===== src/rtl/mem_arb_pkg.sv =====
// Shared types for the unified-memory arbiter: FSM states, requester ids, latched request.
// Latency: n/a (types only).
// Backpressure: n/a. The struct widths below must equal the AWIDTH/DWIDTH of mem_arbiter.
package mem_arb_pkg;

   localparam int ARB_AW = 32;
   localparam int ARB_DW = 32;

   typedef enum logic {ST_IDLE, ST_ACCESS} arb_state_e;

   typedef enum logic {REQ_F, REQ_D} req_id_e;

   typedef struct packed {
      req_id_e            id;
      logic [ARB_AW-1:0]  addr;
      logic               we;
      logic [ARB_DW-1:0]  wdata;
      logic               err;
   } lat_req_t;

   // The requester that did not get the last grant.
   function automatic req_id_e other_req(input req_id_e id);
      return (id == REQ_D) ? REQ_F : REQ_D;
   endfunction

endpackage


===== src/rtl/mem_arbiter_if.sv =====
// Requester (fetch/data), response and memory-side signals of the arbiter.
// Latency: n/a (wiring only).
// Backpressure: valid/ready on requests only; responses and memory side have none.
interface mem_arbiter_if #(
   parameter int AWIDTH = 32,
   parameter int DWIDTH = 32
);
   logic              f_req_valid_i;
   logic              f_req_ready_o;
   logic [AWIDTH-1:0] f_req_addr_i;
   logic              d_req_valid_i;
   logic              d_req_ready_o;
   logic [AWIDTH-1:0] d_req_addr_i;
   logic              d_req_we_i;
   logic [DWIDTH-1:0] d_req_wdata_i;
   logic              f_rsp_valid_o;
   logic [DWIDTH-1:0] f_rsp_data_o;
   logic              f_rsp_err_o;
   logic              d_rsp_valid_o;
   logic [DWIDTH-1:0] d_rsp_data_o;
   logic              d_rsp_err_o;
   logic [AWIDTH-1:0] mem_addr_o;
   logic [DWIDTH-1:0] mem_data_o;
   logic              mem_read_en_o;
   logic              mem_write_en_o;
   logic [DWIDTH-1:0] mem_data_i;
   logic              mem_valid_i;

   // Arbiter side.
   modport slave (
      input  f_req_valid_i, f_req_addr_i, d_req_valid_i, d_req_addr_i, d_req_we_i, d_req_wdata_i,
      input  mem_data_i, mem_valid_i,
      output f_req_ready_o, d_req_ready_o,
      output f_rsp_valid_o, f_rsp_data_o, f_rsp_err_o, d_rsp_valid_o, d_rsp_data_o, d_rsp_err_o,
      output mem_addr_o, mem_data_o, mem_read_en_o, mem_write_en_o
   );

   // Requesters plus memory, seen from outside the arbiter.
   modport master (
      output f_req_valid_i, f_req_addr_i, d_req_valid_i, d_req_addr_i, d_req_we_i, d_req_wdata_i,
      output mem_data_i, mem_valid_i,
      input  f_req_ready_o, d_req_ready_o,
      input  f_rsp_valid_o, f_rsp_data_o, f_rsp_err_o, d_rsp_valid_o, d_rsp_data_o, d_rsp_err_o,
      input  mem_addr_o, mem_data_o, mem_read_en_o, mem_write_en_o
   );
endinterface


===== src/rtl/mem_arb_picker.sv =====
// Combinational winner select between fetch and data requests (MEM_ARB_RR_EN: round-robin).
// Latency: 0 cycles, pure combinational.
// Backpressure: none; the caller gates ready with state and the winner's valid.
module mem_arb_picker
   import mem_arb_pkg::*;
(
   input  logic    i_f_vld,
   input  logic    i_d_vld,
   input  req_id_e i_last_grant,
   output req_id_e o_win
);

`ifdef MEM_ARB_RR_EN
   // A lone requester wins; on contention the one not granted last time wins.
   always_comb begin
      o_win = REQ_F;
      if (i_d_vld) o_win = REQ_D;
      if (i_f_vld && i_d_vld) o_win = other_req(i_last_grant);
   end
`else
   // Fixed priority: data beats fetch. Winner is irrelevant when nobody is valid.
   logic [1:0] w_unused_inputs;
   assign w_unused_inputs = {i_f_vld, i_last_grant};

   always_comb begin
      o_win = REQ_F;
      if (i_d_vld) o_win = REQ_D;
   end
`endif

endmodule


===== src/rtl/mem_arbiter.sv =====
// Shares single-port memory between fetch and data requesters; MEM_ARB_RR_EN selects round-robin.
// Latency: request handshake in cycle N -> response strobe in cycle N+2; at most one access per 2 cycles.
// Backpressure: ready only in IDLE for the arbitration winner; responses cannot be stalled.
module mem_arbiter
   import mem_arb_pkg::*;
#(
   parameter int                AWIDTH    = ARB_AW,
   parameter int                DWIDTH    = ARB_DW,
   parameter logic [AWIDTH-1:0] BASE_ADDR = AWIDTH'(32'h01000000),
   parameter int                MEM_DEPTH = 1024
)(
   input  logic          clk,
   input  logic          rst,
   mem_arbiter_if.slave  io_bus
);

   // One past the last valid byte address, kept one bit wider so the compare cannot wrap.
   localparam logic [AWIDTH:0] LIMIT = {1'b0, BASE_ADDR} + (AWIDTH+1)'(4 * MEM_DEPTH);

   arb_state_e        r_state;
   lat_req_t          r_lat;
   req_id_e           r_last_grant;
   req_id_e           w_win;
   logic              w_idle;
   logic              w_access;
   logic              w_hs;
   logic [AWIDTH-1:0] w_req_addr;
   logic              w_req_we;
   logic [DWIDTH-1:0] w_req_wdata;
   logic              w_req_err;
   logic              w_rsp_err;
   logic [DWIDTH-1:0] w_rsp_data;

   mem_arb_picker u_picker (
      .i_f_vld      (io_bus.f_req_valid_i),
      .i_d_vld      (io_bus.d_req_valid_i),
      .i_last_grant (r_last_grant),
      .o_win        (w_win)
   );

   assign w_idle   = (r_state == ST_IDLE);
   assign w_access = (r_state == ST_ACCESS);

   assign io_bus.f_req_ready_o = w_idle & io_bus.f_req_valid_i & (w_win == REQ_F);
   assign io_bus.d_req_ready_o = w_idle & io_bus.d_req_valid_i & (w_win == REQ_D);
   assign w_hs = io_bus.f_req_ready_o | io_bus.d_req_ready_o;

   // Request mux: fetch is always a read with no store data.
   assign w_req_addr  = (w_win == REQ_D) ? io_bus.d_req_addr_i : io_bus.f_req_addr_i;
   assign w_req_we    = (w_win == REQ_D) & io_bus.d_req_we_i;
   assign w_req_wdata = w_req_we ? io_bus.d_req_wdata_i : '0;
   assign w_req_err   = (w_req_addr[1:0] != 2'b00)
                      | ({1'b0, w_req_addr} <  {1'b0, BASE_ADDR})
                      | ({1'b0, w_req_addr} >= LIMIT);

   // Memory side is decoded from registered state so reset kills the enables at once.
   assign io_bus.mem_addr_o     = w_access ? r_lat.addr  : '0;
   assign io_bus.mem_data_o     = w_access ? r_lat.wdata : '0;
   assign io_bus.mem_read_en_o  = w_access & ~r_lat.err & ~r_lat.we;
   assign io_bus.mem_write_en_o = w_access & ~r_lat.err &  r_lat.we;

   // Loads fail when the memory reports invalid; stores and failed requests return zero data.
   assign w_rsp_err  = r_lat.err | (~r_lat.we & ~io_bus.mem_valid_i);
   assign w_rsp_data = (r_lat.we | w_rsp_err) ? '0 : io_bus.mem_data_i;

   // FSM: latch the granted request in IDLE, perform it in ACCESS, register the response.
   always_ff @(posedge clk or posedge rst) begin
      if (rst) begin
         r_state              <= ST_IDLE;
         r_lat                <= '0;
         r_last_grant         <= REQ_F;
         io_bus.f_rsp_valid_o <= 1'b0;
         io_bus.f_rsp_data_o  <= '0;
         io_bus.f_rsp_err_o   <= 1'b0;
         io_bus.d_rsp_valid_o <= 1'b0;
         io_bus.d_rsp_data_o  <= '0;
         io_bus.d_rsp_err_o   <= 1'b0;
      end else begin
         io_bus.f_rsp_valid_o <= 1'b0;
         io_bus.f_rsp_err_o   <= 1'b0;
         io_bus.d_rsp_valid_o <= 1'b0;
         io_bus.d_rsp_err_o   <= 1'b0;
         case (r_state)
            ST_IDLE: begin
               if (w_hs) begin
                  r_lat        <= '{id: w_win, addr: w_req_addr, we: w_req_we,
                                    wdata: w_req_wdata, err: w_req_err};
                  r_last_grant <= w_win;
                  r_state      <= ST_ACCESS;
               end
            end
            ST_ACCESS: begin
               r_state <= ST_IDLE;
               if (r_lat.id == REQ_D) begin
                  io_bus.d_rsp_valid_o <= 1'b1;
                  io_bus.d_rsp_data_o  <= w_rsp_data;
                  io_bus.d_rsp_err_o   <= w_rsp_err;
               end else begin
                  io_bus.f_rsp_valid_o <= 1'b1;
                  io_bus.f_rsp_data_o  <= w_rsp_data;
                  io_bus.f_rsp_err_o   <= w_rsp_err;
               end
            end
            default: r_state <= ST_IDLE;
         endcase
      end
   end

endmodule


===== src/flat_wrapper.sv =====
// flat-port wrapper written by rule: the top's interface ports become plain ports
module mem_arbiter_flat import mem_arb_pkg::*;
#(
   parameter int                AWIDTH    = ARB_AW,
   parameter int                DWIDTH    = ARB_DW,
   parameter logic [AWIDTH-1:0] BASE_ADDR = AWIDTH'(32'h01000000),
   parameter int                MEM_DEPTH = 1024
)
  (clk, rst, io_bus_f_req_valid_i, io_bus_f_req_addr_i, io_bus_d_req_valid_i, io_bus_d_req_addr_i, io_bus_d_req_we_i, io_bus_d_req_wdata_i, io_bus_mem_data_i, io_bus_mem_valid_i, io_bus_f_req_ready_o, io_bus_d_req_ready_o, io_bus_f_rsp_valid_o, io_bus_f_rsp_data_o, io_bus_f_rsp_err_o, io_bus_d_rsp_valid_o, io_bus_d_rsp_data_o, io_bus_d_rsp_err_o, io_bus_mem_addr_o, io_bus_mem_data_o, io_bus_mem_read_en_o, io_bus_mem_write_en_o);
  mem_arbiter_if #(.AWIDTH(AWIDTH), .DWIDTH(DWIDTH)) io_bus_i ();
  input  logic clk;
  input  logic rst;
  input wire logic [$bits(io_bus_i.f_req_valid_i)-1:0] io_bus_f_req_valid_i;
  input wire logic [$bits(io_bus_i.f_req_addr_i)-1:0] io_bus_f_req_addr_i;
  input wire logic [$bits(io_bus_i.d_req_valid_i)-1:0] io_bus_d_req_valid_i;
  input wire logic [$bits(io_bus_i.d_req_addr_i)-1:0] io_bus_d_req_addr_i;
  input wire logic [$bits(io_bus_i.d_req_we_i)-1:0] io_bus_d_req_we_i;
  input wire logic [$bits(io_bus_i.d_req_wdata_i)-1:0] io_bus_d_req_wdata_i;
  input wire logic [$bits(io_bus_i.mem_data_i)-1:0] io_bus_mem_data_i;
  input wire logic [$bits(io_bus_i.mem_valid_i)-1:0] io_bus_mem_valid_i;
  output wire logic [$bits(io_bus_i.f_req_ready_o)-1:0] io_bus_f_req_ready_o;
  output wire logic [$bits(io_bus_i.d_req_ready_o)-1:0] io_bus_d_req_ready_o;
  output wire logic [$bits(io_bus_i.f_rsp_valid_o)-1:0] io_bus_f_rsp_valid_o;
  output wire logic [$bits(io_bus_i.f_rsp_data_o)-1:0] io_bus_f_rsp_data_o;
  output wire logic [$bits(io_bus_i.f_rsp_err_o)-1:0] io_bus_f_rsp_err_o;
  output wire logic [$bits(io_bus_i.d_rsp_valid_o)-1:0] io_bus_d_rsp_valid_o;
  output wire logic [$bits(io_bus_i.d_rsp_data_o)-1:0] io_bus_d_rsp_data_o;
  output wire logic [$bits(io_bus_i.d_rsp_err_o)-1:0] io_bus_d_rsp_err_o;
  output wire logic [$bits(io_bus_i.mem_addr_o)-1:0] io_bus_mem_addr_o;
  output wire logic [$bits(io_bus_i.mem_data_o)-1:0] io_bus_mem_data_o;
  output wire logic [$bits(io_bus_i.mem_read_en_o)-1:0] io_bus_mem_read_en_o;
  output wire logic [$bits(io_bus_i.mem_write_en_o)-1:0] io_bus_mem_write_en_o;
  assign io_bus_i.f_req_valid_i = io_bus_f_req_valid_i;
  assign io_bus_i.f_req_addr_i = io_bus_f_req_addr_i;
  assign io_bus_i.d_req_valid_i = io_bus_d_req_valid_i;
  assign io_bus_i.d_req_addr_i = io_bus_d_req_addr_i;
  assign io_bus_i.d_req_we_i = io_bus_d_req_we_i;
  assign io_bus_i.d_req_wdata_i = io_bus_d_req_wdata_i;
  assign io_bus_i.mem_data_i = io_bus_mem_data_i;
  assign io_bus_i.mem_valid_i = io_bus_mem_valid_i;
  assign io_bus_f_req_ready_o = io_bus_i.f_req_ready_o;
  assign io_bus_d_req_ready_o = io_bus_i.d_req_ready_o;
  assign io_bus_f_rsp_valid_o = io_bus_i.f_rsp_valid_o;
  assign io_bus_f_rsp_data_o = io_bus_i.f_rsp_data_o;
  assign io_bus_f_rsp_err_o = io_bus_i.f_rsp_err_o;
  assign io_bus_d_rsp_valid_o = io_bus_i.d_rsp_valid_o;
  assign io_bus_d_rsp_data_o = io_bus_i.d_rsp_data_o;
  assign io_bus_d_rsp_err_o = io_bus_i.d_rsp_err_o;
  assign io_bus_mem_addr_o = io_bus_i.mem_addr_o;
  assign io_bus_mem_data_o = io_bus_i.mem_data_o;
  assign io_bus_mem_read_en_o = io_bus_i.mem_read_en_o;
  assign io_bus_mem_write_en_o = io_bus_i.mem_write_en_o;
  mem_arbiter #(.AWIDTH(AWIDTH), .DWIDTH(DWIDTH), .BASE_ADDR(BASE_ADDR), .MEM_DEPTH(MEM_DEPTH)) u_core (.clk(clk), .rst(rst), .io_bus(io_bus_i));
endmodule

===== config.mk =====
export PLATFORM = sky130hd
export DESIGN_NAME = mem_arbiter_flat
export DESIGN_NICKNAME = d
export VERILOG_FILES = /design/src/rtl/mem_arb_pkg.sv /design/src/rtl/mem_arbiter_if.sv /design/src/rtl/mem_arb_picker.sv /design/src/rtl/mem_arbiter.sv /design/src/flat_wrapper.sv
export SDC_FILE = /design/constraint.sdc
export NUM_CORES = 1
export LEC_CHECK = 0
export CAP_MARGIN = 20
export CORE_AREA = 4 4 129 131
export DETAILED_ROUTE_END_ITERATION = 8
export DIE_AREA = 0 0 133 135
export PLACE_DENSITY = 0.84
export REMOVE_ABC_BUFFERS = 1
export SYNTH_ARGS = -nofsm -noshare
export SYNTH_HDL_FRONTEND = slang
export SYNTH_SLANG_ARGS = --single-unit
export TNS_END_PERCENT = 5

===== constraint.sdc =====
create_clock -name clk -period 4 [get_ports clk]
set_input_delay 0.6 -clock clk [delete_from_list [all_inputs] [get_ports clk]]
set_output_delay 0.6 -clock clk [all_outputs]
set_load 0.05 [all_outputs]

==> impl_metrics.yaml <==
outcome:
  run_status: "finished clean"
place:
  dpl_cell_area_um2: 8670
  post-dp-hpwl_um: 12300
  port_buffers: 269
  gpl.final_weighted_congestion: 0.829
  place_inst: 1023
  dp_slack_ps: 1090
routing:
  starting_drc_count_in_detailed_routing: 183
  routed_via_density: 4.77
  drt_pass1_iterations: 5
  post_drt_wl_per_cell_um: 16.0
  remaining_drc_errors: 0
  antenna_violating_nets_post_route: 0
  detail_route.wirelength_um: 16900
  number_of_vias_after_detailed_routing: 5032
floorplan:
  initial_utilization_pct: 37.4
  floorplan.rows: 46
  core_area_um2: 15600
  die_w_um: 133
  pin_count: 270
  overall_die_area_um2: 18000
  floorplan.die.height_um: 135
setup_path:
  buffers_and_inverters_on_the_worst_path: 2
  worstPathCellList: "buf_12, and2_1, clkdlybuf4s50_1"
  crit-reg2reg-launch: "u_core.r_state$_DFF_PP0_"
  cp_slowest_cell: "sky130_fd_sc_hd__clkdlybuf4s50_1"
  worst-r2r-cell-count: 4
  timing.setup.critical_path_class: "register to output pin"
  worst_path_largest_cell_delay_ps: 810
  timing.critical_path.from_type: "register"
  critPathRequiredTime_ps: 3400
  crit_path_max_fanout: 44
  setup.worst_path.start: "u_core.r_state$_DFF_PP0_"
  regToRegSetupSlack_ps: 1930
  category_of_the_worst_setup_path_capture_point: "output pin"
  cp_data_arrival_time_ps: 2370
  r2r_end: "u_core.r_lat[15]$_DFFE_PP0P_"
  critPathTopFamily: "buffers and inverters"
synthesis:
  seq_area_frac_synth_pct: 58.3
  yosys-top-cells-count: "sky130_fd_sc_hd__dfrtp_1, sky130_fd_sc_hd__nand2_1, sky130_fd_sc_hd__and2_1, sky130_fd_sc_hd__o21ai_0, sky130_fd_sc_hd__o21ai_1"
  synth.top_cell.area_share_pct: 58.3
  postSynthRegisterBits: 136
  synth_top_flop_cell: "sky130_fd_sc_hd__dfrtp_1"
  post-synth-top-count-cell: "sky130_fd_sc_hd__dfrtp_1"
  mean_post_synth_cell_area_um2: 10.2
  synth-edff-count: 0
  synth_top_cells_by_area: "sky130_fd_sc_hd__dfrtp_1, sky130_fd_sc_hd__nand2_1, sky130_fd_sc_hd__and2_1, sky130_fd_sc_hd__mux2i_1, sky130_fd_sc_hd__a22o_1"
  syn-cell-area_um2: 5840
  unique_cell_type_count_in_the_yosys_netlist: 30
  synthDominantAreaCellType: "sky130_fd_sc_hd__dfrtp_1"
  asyncSetResetFlopFracSynth_pct: 100
  synth.yosys.warnings: 0
  synth_cells: 573
sta:
  achievable-frequency_ghz: 0.337
  slew_headroom_pct: 58.2
  tightestPinTransition_ps: 627
  setup_violations: 0
  worst_slack_ps: 1030
  fin_crit_ps: 2970
  fin_worst_skew_ps: 10.7
  rsz0062_at_grt: "false"
  finalHoldViolCount: 0
  period_share_pct: 74.3
  slew_viol_final: 0
clock_network:
  numCtsBuffers: 17
  clock_pin_slew_reported_for_the_worst_setup_and_hold_paths_after_clock_tree_synthesis_ps: 50
  cts-htree-levels: 4
  cts_tree: "yes"
  clk_path_buf_depth: 2
  postCtsSetupBuffers: 0
  clock_insertion_delay_worst_skew_ps: 410
  cts_hold_repair.buffers: 0
  clk_root_buffer_cell: "sky130_fd_sc_hd__clkbuf_16"
  clock_tree_sinks: 136
  cts_resized: 0
final_layout:
  layout.nets: 961
  drive_gt1_share_pct: 5.71
  antennaDiodeCount: 0
  fillerInstances: 1292
  finalNonFillerCells: 1056
  postLayoutCellArea_um2: 9270
  syn_to_final_growth_pct: 58.8
hold_path:
  timing.hold.worst.start: "u_core.r_lat[56]$_DFFE_PP0P_"
  min_path_type: "register to register"
  hold-path-cell-count: 2
  whs_endpoint: "u_core.r_lat[56]$_DFFE_PP0P_"
run:
  maxCapViolCount: 0
global_routing:
  maximum_number_of_pins_on_one_net_before_global_route_repair: 99
  gr-usage-met1_pct: 22.2
  via_count_of_the_first_global_routing_pass: 5197
  grt_first_pass_wirelength_um: 26900
  grt.met2_usage_pct: 31.5
  grt-ovfl-total: 0
  top_usage_layer: "met2"
  gr-usage-met3_pct: 7.71
  global_route.usage.total_pct: 19.0
  initial_antenna_violation_count: 0
power:
  power_density_nw_per_um2: 424
  total_power_w: 0.00393
  vdd.ir_drop.worst_uv: 289
  cellLeakagePower_nw: 3.95
-- cell families after synthesis --
kind of cell    share of synthesized area (%)
buf+inv                                  4.18
compound gates                           13.7
mux                                      5.49
simple gates                             18.4
flops                                    58.3
-- flip-flops by register name, summed over array words and instances (netlist names) --
| name | cells |
|---|---|
| u_core.io_bus.d_rsp_data_o | 32 |
| u_core.io_bus.d_rsp_err_o | 1 |
| u_core.io_bus.d_rsp_valid_o | 1 |
| u_core.io_bus.f_rsp_data_o | 32 |
| u_core.io_bus.f_rsp_err_o | 1 |
| u_core.io_bus.f_rsp_valid_o | 1 |
| u_core.r_lat | 67 |
| u_core.r_state | 1 |
-- worst reg2reg max path: stages, from the launching register on --
cell and delay [ps]:
sky130_fd_sc_hd__dfrtp_2 610, sky130_fd_sc_hd__nor2b_2 320, sky130_fd_sc_hd__and2_1 580, sky130_fd_sc_hd__buf_4 350
sky130_fd_sc_hd__a22o_1 170
-- power breakdown --
part	switching, W	internal (W)	total, W
clock network	0.000599	0.000923	0.00152
registers	0.0000641	0.00148	0.00155
logic	0.000511	0.000349	0.000860
total	0.00117	0.00275	0.00393
-- worst max path at each step --
stage | cells after the start | end
6_report | 3 | io_bus_mem_data_o[31]
5_1_grt | 3 | io_bus_mem_data_o[24]
4_1_cts | 2 | io_bus_mem_read_en_o
3_5_place_dp | 2 | io_bus_mem_read_en_o
3_3_place_gp | 2 | io_bus_mem_read_en_o
2_1_floorplan | 1 | u_core.io_bus.d_rsp_data_o[0]$_DFFE_PP0P_
-- cell type report --
class	instances	area (um2)	area share, %
Tap cell	216	270	2.92
Sequential cell	136	3400	36.7
Timing Repair Buffer	278	2790	30.1
Multi-Input combinational cell	390	2200	23.8
Clock inverter	13	145	1.57
Inverter	4	20.0	0.216
Clock buffer	19	433	4.67
-- through the flow --
step           hold WS (ps)  util (%)  setup TNS, ps
3_3_place_gp            460      55.6              0
2_1_floorplan           447         -         -32570
5_1_grt                 498      59.4              0
4_1_cts                 480      59.3              0
3_5_place_dp            467      55.6              0
6_report                473      59.4              0
-- layer usage --
layer | vias up | share of wire (%)
met3 | 22 | 10
met4 | 0 | 2.0
met2 | 235 | 48
met1 | 2331 | 40
li1 | 2444 | -
met5 | - | 0
-- cells in the final DEF, fill, tap and decap left out, types with 3 or more instances in the layout --
cell and instances:
sky130_fd_sc_hd__nand3_1 3, sky130_fd_sc_hd__nand2_1 129, sky130_fd_sc_hd__buf_4 6, sky130_fd_sc_hd__nor4_1 5, sky130_fd_sc_hd__clkinv_4 3, sky130_fd_sc_hd__and2_1 65
sky130_fd_sc_hd__nor3_1 3, sky130_fd_sc_hd__clkinvlp_4 3, sky130_fd_sc_hd__o21ai_1 46, sky130_fd_sc_hd__clkbuf_16 17, sky130_fd_sc_hd__mux2i_1 32, sky130_fd_sc_hd__inv_6 4
sky130_fd_sc_hd__clkdlybuf4s50_1 268, sky130_fd_sc_hd__o21ai_0 50, sky130_fd_sc_hd__dfrtp_1 135, sky130_fd_sc_hd__a22o_1 32, sky130_fd_sc_hd__buf_12 3, sky130_fd_sc_hd__nor2_1 8
Power figures use the tool's default switching activity.
